===== src/rtl/if_id_pipe_reg.sv =====
// IF->ID elastic pipeline register with a two-entry skid buffer, synchronous flush,
// NOP bubble on idle output and a saturating back-pressure cycle counter.
// Data vectors are packed as {pc, instruction, pc_plus4}, MSB first.
module if_id_pipe_reg #(
    parameter int unsigned            DATA_WIDTH = 32,
    parameter logic [DATA_WIDTH-1:0]  NOP_INST   = DATA_WIDTH'(32'h0000_0013),
    parameter int unsigned            CNT_WIDTH  = 32
) (
    input  logic                      clk,
    input  logic                      rst_n,
    input  logic                      in_valid_i,
    output logic                      in_ready_o,
    input  logic [3*DATA_WIDTH-1:0]   in_data_i,
    output logic                      out_valid_o,
    input  logic                      out_ready_i,
    output logic [3*DATA_WIDTH-1:0]   out_data_o,
    input  logic                      flush_i,
    output logic [CNT_WIDTH-1:0]      stall_cycles_o
);

    localparam int unsigned ENTRY_W = 3 * DATA_WIDTH;

    typedef enum logic [1:0] {
        EMPTY = 2'd0,
        ONE   = 2'd1,
        FULL  = 2'd2
    } occ_e;

    occ_e                 state_q, state_d;
    logic [ENTRY_W-1:0]   main_q, main_d;
    logic [ENTRY_W-1:0]   skid_q, skid_d;
    logic                 in_ready_q, in_ready_d;
    logic [CNT_WIDTH-1:0] stall_q, stall_d;
    logic                 in_fire, out_fire;

    // Occupancy next-state and entry movement; flush overrides every handshake.
    always_comb begin
        state_d  = state_q;
        main_d   = main_q;
        skid_d   = skid_q;
        in_fire  = in_valid_i & in_ready_q;
        out_fire = (state_q != EMPTY) & out_ready_i;
        if (flush_i) begin
            state_d = EMPTY;
            skid_d  = '0;
        end else begin
            case (state_q)
                EMPTY: begin
                    if (in_fire) begin
                        state_d = ONE;
                        main_d  = in_data_i;
                    end
                end
                ONE: begin
                    if (in_fire && out_fire) begin
                        main_d = in_data_i;
                    end else if (in_fire) begin
                        state_d = FULL;
                        skid_d  = in_data_i;
                    end else if (out_fire) begin
                        state_d = EMPTY;
                    end
                end
                FULL: begin
                    if (out_fire) begin
                        state_d = ONE;
                        main_d  = skid_q;
                    end
                end
                default: state_d = EMPTY;
            endcase
        end
        // Ready is registered from the next occupancy so IF never sees a combinational path.
        in_ready_d = (state_d != FULL);
    end

    // Saturating count of cycles where ID holds off a valid instruction.
    always_comb begin
        stall_d = stall_q;
        if ((state_q != EMPTY) && !out_ready_i && !flush_i && (stall_q != '1)) begin
            stall_d = stall_q + CNT_WIDTH'(1);
        end
    end

    // State registers; reset dominates flush and handshakes.
    always_ff @(posedge clk) begin
        if (!rst_n) begin
            state_q    <= EMPTY;
            main_q     <= '0;
            skid_q     <= '0;
            in_ready_q <= 1'b1;
            stall_q    <= '0;
        end else begin
            state_q    <= state_d;
            main_q     <= main_d;
            skid_q     <= skid_d;
            in_ready_q <= in_ready_d;
            stall_q    <= stall_d;
        end
    end

    // Outputs: head entry when valid, otherwise a NOP bubble with zero pc fields.
    always_comb begin
        out_valid_o    = (state_q != EMPTY);
        in_ready_o     = in_ready_q;
        stall_cycles_o = stall_q;
        if (state_q != EMPTY) begin
            out_data_o = main_q;
        end else begin
            out_data_o = {{DATA_WIDTH{1'b0}}, NOP_INST, {DATA_WIDTH{1'b0}}};
        end
    end

endmodule


===== config.mk =====
export PLATFORM = sky130hd
export DESIGN_NAME = if_id_pipe_reg
export DESIGN_NICKNAME = d
export VERILOG_FILES = /design/src/rtl/if_id_pipe_reg.sv
export SDC_FILE = /design/constraint.sdc
export NUM_CORES = 1
export LEC_CHECK = 0
export BUFFER_PORTS_ARGS = -buffer_cell sky130_fd_sc_hd__clkbuf_2
export CORE_MARGIN = 10
export CORE_UTILIZATION = 26
export CTS_BUF_LIST = sky130_fd_sc_hd__clkbuf_2
export DETAILED_ROUTE_END_ITERATION = 6
export GPL_ROUTABILITY_DRIVEN = 0
export PLACE_DENSITY_LB_ADDON = 0.2
export SLEW_MARGIN = 25
export SYNTH_ARGS = -nofsm -noshare
export SYNTH_HDL_FRONTEND = slang
export SYNTH_SLANG_ARGS = --single-unit
export TNS_END_PERCENT = 30

===== constraint.sdc =====
create_clock -name clk -period 6.3 [get_ports clk]
set_clock_uncertainty 0.05 [all_clocks]
set_input_delay 0 -clock clk [delete_from_list [all_inputs] [get_ports clk]]
set_output_delay 0 -clock clk [all_outputs]
set_load 0.01 [all_outputs]

==> key figures <==
Drt
  • Post-detailed-route count of antenna-violating nets: 0
  • DRC violation total after the first TritonRoute iteration: 380
  • DRC violation count after routing: 0
  • Via density: 4.51
  • Total number of vias: 10000
  • Total routed wirelength: 34600 um
  • WL per Instance: 15.6 um
  • Number of detailed-routing iterations run before antenna repair: 7

CTS
  • Post-CTS setup repair buffer count: 0
  • Number of gates resized after cts: 0
  • Number of H-tree levels: 3
  • Clock Sinks: 227
  • Clk slew on worst S/H paths: 80 ps
  • CTS max path bufs: 3
  • Cts hold-fix bufs: 282
  • Buffer type at the clock tree root: clkbuf_2
  • TritonCTS clock tree: built
  • TritonCTS buffer count: 69
  • Worst-Skew Late Latency: 910 ps

Global route
  • Pin count of the biggest net entering global routing: 81
  • Wire length of the first global-routing pass: 55600 um
  • Overall global routing resource usage: 0.147
  • Antenna violations before repair: 5
  • Remaining Overflow, GRT: 0
  • Via count of the first global-routing pass: 10500

Worst setup path
  • Element type at the critical path end: primary output
  • CP Data Arrival Time: 3100 ps
  • Type of the setup path with the least slack: reg2out
  • Crit path required time: 6250 ps
  • Launching element type of the critical path: register
  • Worst-path fanout max: 57

Synth
  • Count of unique library cells instantiated by Yosys: 49
  • Area share of the leading cell type in the synthesized netlist: 0.459
  • EDFF count, synth: 0
  • Most repeated cell in the gate-level netlist after synthesis: dfxtp_1
  • Most used flip-flop cell after synthesis: dfxtp_1
  • Share of synthesized area occupied by flip-flops and latches: 0.459
  • Share of synthesized registers carrying an async set or reset: 0
  • Cell area after synthesis: 9890 um^2
  • Warnings, synthesis: 0
  • Commonest cells in the netlist: dfxtp_1, nand2_1, a21oi_1
  • Ranking of synthesized cells by area: dfxtp_1, mux2i_1, nand2_1
  • Synthesized netlist cell count: 1173
  • Post-synth net total: 1275
  • Flops & latches, synth: 227
  • Mean area per synthesized cell: 8.43 um^2
  • Cell type with the highest aggregate area in the netlist: dfxtp_1

Timing
  • Max_slew headroom: 0.436
  • Final count of pins violating max slew: 0
  • Setup repair after global routing missed its margin: false
  • Part of the cycle the worst path needs: 0.500
  • Total Negative Setup Slacks: 0 ps
  • Final setup vio count: 0
  • Number of hold violations in the final report: 0
  • Highest clock frequency the design can meet: 0.318 GHz
  • Worst Tran Pin Value: 846 ps
  • Time the worst path needs with I/O delays and setup: 3150 ps

Placement
  • Post-placement cell area: 11500 um^2
  • Final HPWL from detailed placement: 21000 um
  • Number of placed cells counting well taps: 1834
  • Quantity of I/O buffers inserted on ports: 230

Floorplanning
  • Standard-cell row count: 71
  • Area of the core: 37600 um^2
  • Die extent in x: 215 um
  • IO Count: 231
  • Initial cell density of the core: 0.263
  • Area enclosed by the die boundary: 46300 um^2
  • Die Y: 215 um

Pwr
  • Pwr dens: 208 nW/um^2
  • Cell leakage power: 6.55 nW
  • Maximum vdd drop: 115 uV
  • Overall power of the completed layout: 3.11 mW

Cells and area
  • Final-layout fill cell count: 3816
  • Layout cells sized above 1: 0.209
  • Total Nets Final: 1778
  • Sequential cell area: 4540 um^2
  • Area of the multi-input gates: 5000 um^2
  • Final std cell area, no fill: 15000 um^2
  • Utilization after layout: 0.398
  • Number of non-filler instances in the completed layout: 2227
  • Area added between synthesis and finish: 51.3%

Outcome
  • Outcome: finished, final reports clean

Run
  • Max-cap violations: 0

Hold path
  • Worst Hold Class: in2reg
[stage by stage]
step                      hold WS [ps]  setup slack (ps)
after floorplan                   64.0              4200
after global placement             190              3440
after detailed placement           196              3480
after global routing              68.0              2800
final                              137              3150
after CTS                         11.6              2910
[worst max-delay path: stages (launching register included)]
cell and delay, ps:
dfxtp_1 460, nor2_1 190, inv_2 520, buf_4 610, and2_1 280, clkbuf_2 160
[registers in the layout, summed over array words and instances, names as in the netlist]
register	count
in_ready_o	1
main_q	96
skid_q	96
stall_cycles_o	32
state_q	2
[layout by cell type (no fill, tap or decap), types with 10 or more instances in the layout]
master and count:
a211oi_1 97, a21oi_1 116, and2_1 93, clkbuf_2 324, dfxtp_1 227, dlygate4sd3_1 282
mux2i_1 102, nand2_1 218, nand3_1 10, nor2_1 109, o21ai_0 12
[worst paths after layout]
| path | startpoint | endpoint | slack [ps] | cells after the start |
|---|---|---|---|---|
| max | state_q[1]$_SDFF_PN0_ | out_data_o[2] | 3150 | 5 |
| min | rst_n | stall_cycles_o[4]$_SDFFE_PN0P_ | 140 | 4 |
| max reg2reg | state_q[1]$_SDFF_PN0_ | skid_q[86]$_SDFFE_PP0P_ | 3250 | 7 |
| min reg2reg | skid_q[4]$_SDFFE_PP0P_ | skid_q[4]$_SDFFE_PP0P_ | 400 | 2 |
[area by class of cell]
cell class	count	share of cell area
Inverter	6	0.00167
Multi-Input combinational cell	849	0.334
Clock inverter	13	0.0123
Clock buffer	94	0.0314
Tap cell	511	0.0427
Timing Repair Buffer	523	0.274
Antenna cell	4	0.000669
Sequential cell	227	0.304
[power breakdown]
| part | total (mW) | switching [mW] | internal, mW |
|---|---|---|---|
| clock | 1.25 | 0.655 | 0.597 |
| combinational | 0.356 | 0.175 | 0.181 |
| sequential | 1.50 | 0.0226 | 1.48 |
[per-layer routing]
metal / global-route usage / routed length, um / up-vias
met2: 0.249 / 16800 / 257
li1: - / - / 5075
met5: 0 / 13 / -
met1: 0.169 / 14800 / 4638
met4: 0.0704 / 1080 / 2
met3: 0.0406 / 1950 / 70
[cells by family after synthesis]
| group | synth area share |
|---|---|
| compound gates | 0.153 |
| mux | 0.103 |
| buf+inv | 0.0393 |
| fa+ha+maj | 0.00126 |
| xor+xnor | 0.00620 |
| simple gates | 0.238 |
| flops | 0.459 |
Power figures use the tool's default switching activity.
